$ cat src/rtl/demux5_8b_queue.sv
// 1-to-5 byte distributor: one producer beat per cycle, one FIFO per sink.
// Optional invalid-select drop counter when DEMUX5_DROP_CNT_EN is defined.
module demux5_8b_queue #(
  parameter int WIDTH = 8,
  parameter int DEPTH = 2,
  parameter int NDEST = 5
) (
  input  logic                   clk,
  input  logic                   resetn,
  input  logic                   in_valid,
  output logic                   in_ready,
  input  logic [WIDTH-1:0]       in_data,
  input  logic [2:0]             in_sel,
  output logic [NDEST-1:0]       out_valid,
  input  logic [NDEST-1:0]       out_ready,
  output logic [NDEST*WIDTH-1:0] out_data,
  output logic                   busy
`ifdef DEMUX5_DROP_CNT_EN
  ,
  output logic [7:0]             drop_cnt
`endif
);

  localparam int AW = $clog2(DEPTH);
  localparam int CW = AW + 1;
  localparam logic [AW-1:0] PONE = 1;
  localparam logic [CW-1:0] CONE = 1;
  localparam logic [CW-1:0] CFULL = CW'(DEPTH);

  logic [WIDTH-1:0] r_mem  [NDEST][DEPTH];
  logic [AW-1:0]    r_wptr [NDEST];
  logic [AW-1:0]    r_rptr [NDEST];
  logic [CW-1:0]    r_cnt  [NDEST];

  logic [NDEST-1:0] w_full;
  logic [NDEST-1:0] w_valid;
  logic [NDEST-1:0] w_push;
  logic [NDEST-1:0] w_pop;
  logic             w_sel_ok;
  logic             w_accept;

  always_comb begin
    w_full  = '0;
    w_valid = '0;
    for (int i = 0; i < NDEST; i++) begin
      w_full[i]  = (r_cnt[i] == CFULL);
      w_valid[i] = (r_cnt[i] != '0);
    end
  end

  assign w_sel_ok = (in_sel < 3'd5);

  // Invalid selects are always taken so a bad beat never stalls the producer.
  always_comb begin
    in_ready = 1'b1;
    if (w_sel_ok)
      in_ready = ~w_full[in_sel];
  end

  assign w_accept = in_valid & in_ready;

  always_comb begin
    w_push = '0;
    w_pop  = '0;
    for (int i = 0; i < NDEST; i++) begin
      w_push[i] = w_accept & (in_sel == 3'(i));
      w_pop[i]  = w_valid[i] & out_ready[i];
    end
  end

  always_comb begin
    out_data = '0;
    for (int i = 0; i < NDEST; i++)
      if (w_valid[i])
        out_data[i*WIDTH +: WIDTH] = r_mem[i][r_rptr[i]];
  end

  assign out_valid = w_valid;
  assign busy      = |w_valid;

  always_ff @(posedge clk) begin
    for (int i = 0; i < NDEST; i++)
      if (w_push[i])
        r_mem[i][r_wptr[i]] <= in_data;
  end

  always_ff @(posedge clk or negedge resetn) begin
    if (!resetn) begin
      for (int i = 0; i < NDEST; i++) begin
        r_wptr[i] <= '0;
        r_rptr[i] <= '0;
        r_cnt[i]  <= '0;
      end
    end else begin
      for (int i = 0; i < NDEST; i++) begin
        if (w_push[i])
          r_wptr[i] <= r_wptr[i] + PONE;
        if (w_pop[i])
          r_rptr[i] <= r_rptr[i] + PONE;
        unique case (1'b1)
          (w_push[i] & ~w_pop[i]): r_cnt[i] <= r_cnt[i] + CONE;
          (~w_push[i] & w_pop[i]): r_cnt[i] <= r_cnt[i] - CONE;
          default:                 r_cnt[i] <= r_cnt[i];
        endcase
      end
    end
  end

`ifdef DEMUX5_DROP_CNT_EN
  logic [7:0] r_drop;

  always_ff @(posedge clk or negedge resetn) begin
    if (!resetn)
      r_drop <= '0;
    else if (w_accept & ~w_sel_ok & (r_drop != 8'hFF))
      r_drop <= r_drop + 8'd1;
  end

  assign drop_cnt = r_drop;
`endif

endmodule
$ cat config.mk
export PLATFORM = sky130hd
export DESIGN_NAME = demux5_8b_queue
export DESIGN_NICKNAME = d
export VERILOG_FILES = /design/src/rtl/demux5_8b_queue.sv
export SDC_FILE = /design/constraint.sdc
export NUM_CORES = 1
export LEC_CHECK = 0
export ABC_AREA = 1
export CORE_ASPECT_RATIO = 1.1
export CORE_MARGIN = 3
export CORE_UTILIZATION = 25
export CTS_BUF_LIST = sky130_fd_sc_hd__clkbuf_2 sky130_fd_sc_hd__clkbuf_4 sky130_fd_sc_hd__clkbuf_8
export DETAILED_ROUTE_END_ITERATION = 8
export PLACE_DENSITY = 0.46
export SKIP_CTS_REPAIR_TIMING = 1
export SKIP_LAST_GASP = 1
export SLEW_MARGIN = 20
export SYNTH_ARGS = -nofsm -noshare
export SYNTH_HDL_FRONTEND = slang
export SYNTH_SLANG_ARGS = --single-unit
$ cat constraint.sdc
create_clock -name clk -period 1.69 [get_ports clk]
set_clock_uncertainty 0.05 [all_clocks]
set_input_delay 0.338 -clock clk [delete_from_list [all_inputs] [get_ports clk]]
set_output_delay 0.338 -clock clk [all_outputs]
set_load 0.01 [all_outputs]
Word-level counts from Yosys, hierarchy flattened:

Memories as Yosys holds them, arrays and structs flattened.
Index checks and enable logic that the tools add are counted.

* bits of input ports: 19
* output and inout port bits: 47
* logic and storage cells: 185
* flip-flop bits (word level): 20
* bits in writable memories: 80
* memories: 1

* equal/unequal tests: 9
* bitwise gates (word level): 42
* order comparisons: 17
* reduce and logical (&&, ||, !) cells: 21
* muxes and demuxes: 60
* add/subtract/negate cells: 20

Memory list
* r_mem: depth 5, bits a word 16, read ports 5, clocked after Yosys merged registers in 0, wr ports 1, line 30 `logic [WIDTH-1:0] r_mem [NDEST][DEPTH];`

Operators with widths (number)
* 2-to-1 mux 16 bit: 13
* 2-to-1 mux 8 bit: 25
* OR reduction 16 bit: 4
* demux 8 bit (select 1 bit): 5
* bitwise AND 1 bit: 21
* >= comparator 2 bit (second input constant): 10
* NOT 1 -> 2 bit: 10
* case mux 2 bit (2 select lines): 5
* nonzero test 2 bit: 10
* 2-to-1 mux 3 bit: 4
* NOT 1 bit: 11
* adder 1 bit (second input constant): 10
* adder 2 x 1 -> 2 bit (second input constant): 5
* equality test 2 bit (second input constant): 5
* less-than comparator 2 x 1 -> 1 bit (second input constant): 5
* subtractor 2 x 1 -> 2 bit (second input constant): 5
* 2-to-1 mux 1 bit: 7
* equality test 3 x 2 -> 1 bit (second input constant): 2
* logical AND 1 bit: 5
* OR reduction 5 bit: 1
* less-than comparator 3 x 4 -> 1 bit (second input constant): 1
* binary-select mux 1 bit (select 3 bit): 1
* equality test 3 x 1 -> 1 bit (second input constant): 1
* equality test 3 bit (second input constant): 1
* 2 further kinds: 2

Depth between registers and ports, before layout:

Gate-level depths: netlist of run 1.

* depth after elaboration: 14
* mapped depth: 11
* mapped depth without buffers: 11

Worst setup path before layout of run 1:

OpenSTA, ideal clock, no wires.

* path kind: register to register
* start point: reg r_cnt[2] in the netlist's numbering
* end point: reg r_cnt[1] in the netlist's numbering
* clock period less this slack: 1.733 ns
* path buffers: 0
* library setup time: 0.131 ns
* required time: 1.509 ns
* slack: -0.043 ns
* data arrival time: 1.552 ns
* cell stages (with the launch flop): 12
* path through: dfrtp_1 > inv_2 > nand2_1 > nor2_1 > nor2_2 > nand2_2 > nand2_1 > nand4_1 > ha_1 > a21oi_1 > o21ai_0 > xor2_1

* longest elaborated chain between the ends: 10
* elaborated cells between the ends (all ways): 12
* classes of those cells: eq/ne (1); mux (4); bitwise (6); reduce/logical (1)

Ends and longest elaborated chain
* from (decl): line 33 `logic [CW-1:0] r_cnt [NDEST];`
* from (signal, indexed assignment): line 101 `(w_push[i] & ~w_pop[i]): r_cnt[i] <= r_cnt[i] + CONE;`
* from (signal, indexed assignment): line 102 `(~w_push[i] & w_pop[i]): r_cnt[i] <= r_cnt[i] - CONE;`
* from (signal, indexed assignment): line 103 `default: r_cnt[i] <= r_cnt[i];`
* equality test 2 bit (*): line 46 `w_full[i] = (r_cnt[i] == CFULL);`
* binary-select mux 1 bit (select 3 bit) (*): line 57 `in_ready = ~w_full[in_sel];`
* 2-to-1 mux 1 bit (not written as such) (*): line 57
* NOT 1 bit (*): line 57
* 2-to-1 mux 1 bit (*): line 56 `if (w_sel_ok)`
* bitwise AND 1 bit (*): line 60 `assign w_accept = in_valid & in_ready;`
* bitwise AND 1 bit (*): line 66 `w_push[i] = w_accept & (in_sel == 3'(i));`
* NOT 1 bit: line 102
* bitwise AND 1 bit: line 102
* case mux 2 bit (2 select lines) or nonzero test 2 bit (tied branches)

Mark *: on every way between the ends. The rest lies on a longest branch, timed or not. The select of a mux whose other input is x is not followed.
A chain may end at the register's enable or synchronous reset.

Worst setup path after layout of run 1:

* start point: reg r_cnt[2] in the netlist's numbering
* end point: out in_ready

* longest elaborated chain between the ends: 5

Ends and longest elaborated chain
* equality test 2 bit: line 46
* binary-select mux 1 bit (select 3 bit): line 57
* 2-to-1 mux 1 bit (not written as such): line 57
* NOT 1 bit: line 57
* 2-to-1 mux 1 bit: line 56
* to (decl): line 11 `output logic in_ready,`

Every way passes these cells. The select of a mux whose other input is x is not followed.

==> results of run 1 <==
## per-stage QoR
stage	util [%]	TNS, ps	area, um^2
2_1_floorplan	-	-243.9	4204
3_3_place_gp	35.58	-48900	5684
3_5_place_dp	35.58	-55210	5684
4_1_cts	36.80	-37370	5879
5_1_grt	39.39	-19900	6292
6_report	39.39	-8225	6292
## routing by layer
| metal | vias to the layer above | part of all wire [%] |
|---|---|---|
| met5 | - | 0 |
| li1 | 1490 | - |
| met1 | 1429 | 44 |
| met2 | 58 | 50 |
| met3 | 12 | 4.2 |
| met4 | 0 | 2.0 |
## cells by family (layout without fill, tap and decap cells)
logic type | after synthesis | after routing | share of synthesized area [%]
compound gates | 51 | 51 | 6.250
xor+xnor | 15 | 15 | 3.170
flops | 100 | 100 | 70.05
fa+ha+maj | 5 | 5 | 1.510
simple gates | 135 | 135 | 14.46
buf+inv | 49 | 208 | 4.559
## state kept, by name (all words and copies together), names as in the netlist
signal,cells
r_mem,80
r_wptr,5
r_cnt,10
r_rptr,5
## worst paths after layout
check	end	slack, ps	depth (start not counted)
setup / recovery	in_ready	-220	8
hold / removal	r_wptr[3]	270	2
setup reg to reg	r_cnt[1]	-190	12
hold reg to reg	r_wptr[0]	430	2
max in group asynchronous	r_rptr[0]	1080	2
min in group clk	r_wptr[0]	430	2
## final cells by class
type / count / area [um^2]
fillers: 1586 / 9683
flip-flops and latches: 100 / 2907
multi-input cells: 206 / 1385
repair buffers: 150 / 1373
well taps: 200 / 250.2
inverters: 42 / 182.7
clock buffers: 10 / 131.4
clock inverters: 6 / 63.81
## power by group through the flow
stage                     sequential [mW]  clock [mW]  combinational (mW)
after floorplan                      3.20           0                1.87
after global placement               3.21           0                4.17
after detailed placement             3.22           0                4.21
after CTS                            3.17        1.57                4.23
after global routing                 3.28        1.69                5.25
final                                3.24        1.52                4.76
## cell usage after synthesis, drive strengths merged
cell type	count
nand2	103
edfxtp	80
a21oi	46
inv	41
nor2	22
dfrtp	20
xnor2	9
clkbuf	7
nand4	6
xor2	6
ha	5
o21ai	5
nand3	3
clkinv	1
nor3	1
==> key figures, run 1 <==
Logic synthesis
  – Synth Warn #: 0
  – Synthesized instance count: 355
  – Syn Std Cell Area: 4144 um^2
  – Biggest area consumer among synthesized cells: edfxtp_1
  – Register area share after synthesis: 70.05%
  – Synthesized net count: 379
  – Top-area cell type share of the netlist area: 57.97%
  – Synth area leaders: edfxtp_1, dfrtp_1, nand2_1
  – Synth cell types: 20
  – Syn avg cell area: 11.67 um^2
  – Synthesized flop and latch total: 100

STA
  – Worst Tran Pin Value: 295.7 ps
  – Unrepaired setup endpoints after global routing: yes
  – Final setup violation count: 112
  – Final Slew Violations: 0
  – Final worst slack: -217.0 ps
  – Period minus WS final: 1907 ps
  – Final Hold Fails: 0
  – Fmax achieved: 524.4 MHz
  – Hold WS: 270.1 ps
  – Tcrit/Tclk final: 112.8%
  – Relative slew slack: 80.28%

Power
  – Comb pwr share: 50.0%
  – Switching power total: 3.512 mW
  – Leak Pwr: 2.714 nW
  – Pwr Total: 9.524 mW
  – Clk pwr share: 16.0%
  – Cell internal pwr: 6.011 mW
  – Peak supply drop: 631.6 uV
  – PwrDens: 1514 nW/um^2
  – Net Sw Frac: 36.88%
  – Flop pwr share: 34.0%

Worst setup path
  – Crit-path leading delay family: flip-flops
  – Crit-path slowest cell: dfrtp_1
  – Critical Path Source: r_cnt[2]
  – Worst EP required: 1300 ps
  – Crit end category: primary output
  – CP Class: reg -> out
  – Buf/Inv on CP: 3
  – Critical-path cell list: buf_6, inv_2, nand2_2, nor2_2, nor2_2, nand2_2, a21oi_2, clkbuf_2
  – Worst path arrival time: 1520 ps
  – Worst path max stage delay: 390 ps
  – Reg2reg start: r_cnt[2]
  – Crit start category: flop
  – Worst Path Max Fanout: 4

CTS
  – Clock Path Buffers: 2
  – TritonCTS buffer count: 9
  – CTS tree: yes
  – Clock Latency Late Sink: 360 ps
  – H-tree Lvls: 3
  – Clk root buf: clkbuf_8
  – Clock Sinks: 100
  – CTS clk-pin slew, worst paths: 100 ps

Place
  – Buffers on Ports: 65
  – Placed Instances: 682
  – Post-DP HPWL: 7009 um
  – Gpl congestion: 0.7513
  – Place WS: -695.5 ps

Detailed routing
  – Routed vias: 2989
  – Pre-antenna DRT Iters: 4
  – Final antenna-violating net count: 0
  – Initial DRC Count: 148
  – Routed WL: 10410 um
  – Drt drc: 0
  – DR vias/cell: 4.186
  – WL/cell: 14.59 um

Global route
  – Grt total ovfl: 0
  – Routing usage on met2: 19.00%
  – Grt peak-use layer: met2
  – Initial antenna violation count: 0
  – Met1 Resource Use GR: 14.17%
  – Pin count of the biggest net entering global routing: 21
  – Met3 Usage GRT: 2.577%
  – Vias in the first global route: 2940
  – Total Routing Usage GR: 11.32%
  – First-pass GRT wire length: 15460 um

Floorplanning
  – Die Area: 18160 um^2
  – Die Wd: 128.8 um
  – Ports: 66
  – Initial Utilization: 25.94%
  – Die Ht: 141.0 um
  – Core footprint: 15980 um^2
  – Site Rows: 48

Job
  – MaxCap Viol Count: 0

Final layout
  – Most common cell after layout, fill and taps aside: edfxtp_1
  – Layout Area Growth over Synthesis: 51.84%
  – Finished Layout Cells: 714
  – Ant. Diodes: 0
  – Layout cells sized above 1: 45.33%
  – Post-layout nets: 533
  – Commonest cells after routing, fill and taps aside: edfxtp_1, nand2_1, buf_4, buf_6, a21oi_2

Status
  – Outcome: finished, violations left
  – Failing checks: negative setup slack

Worst hold path
  – Min-delay worst type: in -> async
Power figures use the tool's default switching activity.
==> run 2: changes to the inputs <==
Settings changed: CORE_UTILIZATION 25 to 46, PLACE_DENSITY 0.46 to 0.74, TNS_END_PERCENT set to 20.
==> run 2 against run 1 <==
Net effect:
- the flow still finishes with violations (negative setup slack)
- power is 3.0% lower
- clock power shrank 11%
- global-route usage up 6.9 points
- sequential share of layout area increased by 2.8 points
- largest power group unchanged
==> key figures, run 2 (same netlist as run 1, synthesis figures left out) <==
Power
  – Switching power total: 3.350 mW
  – Leak Pwr: 2.735 nW
  – Pwr Total: 9.236 mW
  – Clk pwr share: 14.7%
  – Comb pwr share: 50.2%
  – PwrDens: 1557 nW/um^2
  – Flop pwr share: 35.2%
  – Peak supply drop: 779.0 uV
  – Net Sw Frac: 36.27%
  – Cell internal pwr: 5.886 mW

Detailed routing
  – Initial DRC Count: 132
  – Drt drc: 0
  – WL/cell: 15.67 um
  – Metal3 WL: 503 um
  – Routed WL: 9718 um
  – Met1 WL: 3844 um
  – Final antenna-violating net count: 0
  – Routed vias: 3081
  – Pre-antenna DRT Iters: 4
  – Top sig layer: met4
  – DR vias/cell: 4.969
  – WL met2: 5238 um

CTS
  – CTS clk-pin slew, worst paths: 90 ps
  – Clk root buf: clkbuf_8
  – H-tree Lvls: 3
  – Clock Latency Late Sink: 350 ps
  – Clock Sinks: 100
  – Clock Path Buffers: 2
  – TritonCTS buffer count: 9
  – CTS tree: yes

Worst setup path
  – R2R setup slack: -200 ps
  – Worst Path Max Fanout: 5
  – Crit-path slowest cell: clkdlybuf4s50_1
  – R2R depth: 11
  – Worst path max stage delay: 460 ps
  – Critical-path cell list: nor2_2, buf_6, inv_1, clkdlybuf4s50_1
  – Worst path arrival time: 1570 ps
  – Reg2reg start: r_cnt[7]
  – Buf/Inv on CP: 3
  – Crit end category: primary output
  – CP Class: reg -> out
  – RR Endpoint: r_cnt[1]
  – Crit start category: flop
  – Worst EP required: 1300 ps
  – Crit-path leading delay family: buffers and inverters

Status
  – Outcome: finished, violations left
  – Failing checks: negative setup slack

Final layout
  – Layout Area Growth over Synthesis: 43.15%
  – Layout cells sized above 1: 35.56%
  – Commonest cells after routing, fill and taps aside: nand2_1, edfxtp_1, buf_4, a21oi_1, dlymetal6s2s_1
  – Post-layout nets: 528
  – Final Cell Area: 5932 um^2
  – Most common cell after layout, fill and taps aside: nand2_1
  – Ant. Diodes: 0
  – Multi-input gate area: 1205 um^2
  – Fillers: 616
  – Register Area: 2905 um^2
  – Max reg flops: 80

Global route
  – Total Routing Usage GR: 18.23%
  – Grt total ovfl: 0
  – Pin count of the biggest net entering global routing: 21
  – First-pass GRT wire length: 13720 um
  – Initial antenna violation count: 0
  – Vias in the first global route: 2816

Place
  – Buffers on Ports: 65
  – Placed inst area: 5355 um^2
  – Gpl congestion: 0.8361
  – Post-DP HPWL: 6276 um

STA
  – Final Hold Fails: 0
  – Fmax achieved: 511.5 MHz
  – Worst Tran Pin Value: 540.1 ps
  – Hold WS: 277.2 ps
  – Tcrit/Tclk final: 115.7%
  – Relative slew slack: 63.88%
  – Final setup violation count: 124
  – Final worst slack: -264.9 ps
  – Final Slew Violations: 0
  – Unrepaired setup endpoints after global routing: yes
  – Setup tns final: -13460 ps
  – Period minus WS final: 1955 ps

Floorplanning
  – Die Area: 10180 um^2
  – Site Rows: 35
  – Die Wd: 96.50 um
  – Die Ht: 105.5 um
  – Core footprint: 8583 um^2
  – Ports: 66
  – Initial Utilization: 48.28%

Job
  – MaxCap Viol Count: 0

Worst hold path
  – Min-delay worst type: in -> async
[run 2: cell count changes in the layout (fill, tap and decap cells not counted), sizes merged]
cell           change
bufinv             -1
clkinv             +1
clkdlybuf4s50      +1
dlymetal6s2s      +11
clkbuf             -5
buf               -12
[run 2: power by group through the flow]
| stage | clock network [mW] | registers [mW] | logic [mW] |
|---|---|---|---|
| after global routing | 1.47 | 3.28 | 5.02 |
| final | 1.35 | 3.25 | 4.64 |
| after detailed placement | 0 | 3.23 | 3.99 |
| after floorplan | 0 | 3.20 | 1.82 |
| after global placement | 0 | 3.21 | 3.86 |
| after CTS | 1.37 | 3.17 | 4.00 |
[run 2: worst max-delay path by stage]
stage                         endpoint  slack [ps]  cells past startpoint       from
after floorplan               r_cnt[1]         -40                     11   r_cnt[2]
after global placement        in_ready        -630                      8  in_sel[0]
after detailed placement      in_ready        -660                      8  in_sel[0]
after CTS                     in_ready        -680                      8  in_sel[0]
after global routing          r_cnt[3]        -330                     12   r_cnt[4]
final                     out_valid[0]        -260                      4   r_cnt[8]
[run 2: area by class of cell]
type                       count  share of cell area, %
sequential                   100                  48.98
timing repair buffer         145                  22.44
multi-input combinational    206                  20.31
inverter                      42                  3.037
tap                          111                  2.341
clock buffer                  10                  2.215
clock inverter                 6                 0.6750
[run 2: per-stage QoR]
stage          worst slack [ps]  util, %  std cells
5_1_grt                  -328.4    69.11        620
6_report                 -264.9    69.11        620
3_3_place_gp             -631.4    62.39        578
2_1_floorplan            -42.83        -        355
4_1_cts                  -676.4    64.39        594
3_5_place_dp             -664.4    62.39        578
[run 2: per-layer routing]
layer  vias up  track usage (%)
met2        92            31.46
li1       1480                -
met3        11            3.355
met4         0            5.711
met1      1498            22.96
met5         -                0
==> run 3: changes to the inputs <==
Settings changed: ABC_AREA 1 to unset.
==> run 3 against run 2 <==
Net effect:
- the flow still finishes with violations (negative setup slack)
- critical path depth did not move
- utilization fell by 0.26 points
- worst setup slack got worse by 160 ps
==> key figures, run 3 <==
Status
  – Outcome: finished, violations left
  – Failing checks: negative setup slack

Floorplanning
  – Core footprint: 8496 um^2
  – Site Rows: 35
  – Die Area: 10010 um^2
  – Die Ht: 104.7 um
  – Initial Utilization: 47.91%
  – Ports: 66
  – Die Wd: 95.69 um

STA
  – Final Slew Violations: 0
  – Unrepaired setup endpoints after global routing: yes
  – Worst Tran Pin Value: 541.4 ps
  – Fmax achieved: 473.6 MHz
  – Final Hold Fails: 0
  – Relative slew slack: 63.79%
  – Final setup violation count: 123
  – Period minus WS final: 2112 ps
  – Tcrit/Tclk final: 124.9%
  – Setup tns final: -10480 ps
  – Final worst slack: -421.5 ps

CTS
  – Clock Path Buffers: 2
  – CTS tree: yes
  – Clk root buf: clkbuf_8
  – Clock Sinks: 100
  – Clock Latency Late Sink: 360 ps
  – H-tree Lvls: 3
  – CTS clk-pin slew, worst paths: 90 ps
  – TritonCTS buffer count: 9

Global route
  – First-pass GRT wire length: 12340 um
  – Pin count of the biggest net entering global routing: 21
  – Total Routing Usage GR: 16.84%
  – Vias in the first global route: 2502
  – Initial antenna violation count: 0
  – Grt total ovfl: 0

Worst setup path
  – Reg2reg start: r_cnt[8]
  – RR Endpoint: r_cnt[9]
  – CP Class: reg -> out
  – Worst EP required: 1300 ps
  – Worst path arrival time: 1720 ps
  – Crit start category: flop
  – R2R depth: 10
  – R2R setup slack: -210 ps
  – Crit end category: primary output
  – Worst Path Max Fanout: 4

Detailed routing
  – DR vias/cell: 4.912
  – Routed vias: 2618
  – Routed WL: 9114 um
  – Top sig layer: met4
  – Final antenna-violating net count: 0
  – WL/cell: 17.10 um
  – Met1 WL: 3562 um
  – Drt drc: 0
  – Initial DRC Count: 80
  – Metal3 WL: 362 um
  – WL met2: 4921 um
  – Pre-antenna DRT Iters: 4

Final layout
  – Finished Layout Cells: 533
  – Register Area: 2907 um^2
  – Ant. Diodes: 0
  – Fillers: 581
  – Most common cell after layout, fill and taps aside: edfxtp_1
  – Layout cells sized above 1: 34.12%
  – Commonest cells after routing, fill and taps aside: edfxtp_1, buf_4, nor2_1, mux2i_1, buf_6
  – Layout Area Growth over Synthesis: 43.71%
  – Max reg flops: 80
  – Final Cell Area: 5849 um^2
  – Post-layout nets: 441
  – Multi-input gate area: 1237 um^2

Power
  – Peak supply drop: 877.4 uV
  – Flop pwr share: 34.5%
  – Cell internal pwr: 6.338 mW
  – Clk pwr share: 15.7%
  – Net Sw Frac: 32.82%
  – Comb pwr share: 49.8%
  – Switching power total: 3.096 mW
  – PwrDens: 1613 nW/um^2
  – Leak Pwr: 2.555 nW

Logic synthesis
  – Register area share after synthesis: 71.32%
  – Synth area leaders: edfxtp_1, dfrtp_1, mux2i_1
  – Syn Std Cell Area: 4070 um^2
  – Synthesized flop and latch total: 100
  – EDFF count, synth: 80
  – Biggest area consumer among synthesized cells: edfxtp_1
  – Commonest cells post-synth: edfxtp_1, nor2_1, mux2i_1
  – Top-area cell type share of the netlist area: 59.02%
  – Synth cell types: 19
  – Synth Warn #: 0
  – Asr flop ratio synth: 20.00%
  – Syn avg cell area: 14.91 um^2
  – Synthesized net count: 297
  – Synth Flop Type: edfxtp_1
  – Count leader, synth: edfxtp_1
  – Synthesized instance count: 273

Place
  – Placed Instances: 489
  – Gpl congestion: 0.8237
  – Post-DP HPWL: 5473 um
  – Buffers on Ports: 65
  – Placed inst area: 5200 um^2

Worst hold path
  – Min-delay worst type: in -> async

Job
  – MaxCap Viol Count: 0
## run 3: cell count changes after synthesis, moves of 5 or more
cell	change
buf_2	+8
clkbuf_1	-5
nor2_1	+43
nor2b_1	+7
nand2_1	-102
inv_2	-7
inv_1	-24
a21oi_1	-45
o21ai_0	-5
xnor2_1	+6
mux2i_1	+40
## run 3: cell families (layout without fill, tap and decap cells)
group / count (synthesis) / in the layout / share of synthesized area, %
AOI/OAI and AO/OA: 1 / 1 / 0.2459
xor gates and xnor gates: 25 / 25 / 5.380
adders and majority gates: 5 / 5 / 1.537
buffers and inverters: 20 / 169 / 2.091
DFF: 100 / 100 / 71.32
muxes: 41 / 41 / 10.39
and+or+nand+nor: 81 / 81 / 9.038
## run 3: per-layer routing
| metal | global-route usage [%] | vias up |
|---|---|---|
| met2 | 29.26 | 84 |
| met4 | 8.740 | 0 |
| met5 | 0 | - |
| li1 | - | 1240 |
| met3 | 2.736 | 20 |
| met1 | 19.57 | 1274 |
## run 3: final cells by class
cell class / count / area share (%)
clock buffers: 9 / 2.118
clock inverters: 7 / 1.155
inverters: 10 / 0.6417
multi-input cells: 153 / 21.16
flip-flops and latches: 100 / 49.69
well taps: 111 / 2.374
repair buffers: 143 / 22.87
## run 3: how the worst max path moves through the flow
stage | end | slack [ps] | start
after floorplan | in_ready | 100 | r_cnt[2]
after global placement | in_ready | -690 | in_sel[1]
after detailed placement | in_ready | -730 | in_sel[1]
after CTS | in_ready | -780 | r_cnt[8]
after global routing | out_data[32] | -470 | r_rptr[0]
final | out_data[32] | -420 | r_rptr[0]
## run 3: through the flow
stage / worst slack, ps / power [mW] / hold WS [ps] / utilization [%]
6_report: -421.5 / 9.433 / 260.0 / 68.85
3_3_place_gp: -691.9 / 6.908 / 430.9 / 61.21
3_5_place_dp: -730.0 / 7.007 / 436.9 / 61.21
2_1_floorplan: 96.74 / 5.119 / -7.591 / -
4_1_cts: -783.7 / 8.477 / 253.5 / 63.46
5_1_grt: -469.1 / 9.929 / 275.2 / 68.85
## run 3: power groups by stage
stage	registers (mW)	logic, mW	clock network, mW
2_1_floorplan	3.24	1.88	0
3_3_place_gp	3.36	3.54	0
3_5_place_dp	3.39	3.61	0
4_1_cts	3.34	3.63	1.50
5_1_grt	3.29	5.02	1.62
6_report	3.26	4.69	1.48
## run 3: critical path, stage by stage, from the launching register on
cell and delay [ps]:
dfrtp_2 430, buf_2 170, mux2i_1 140, nor2_1 80, clkdlybuf4s50_1 530
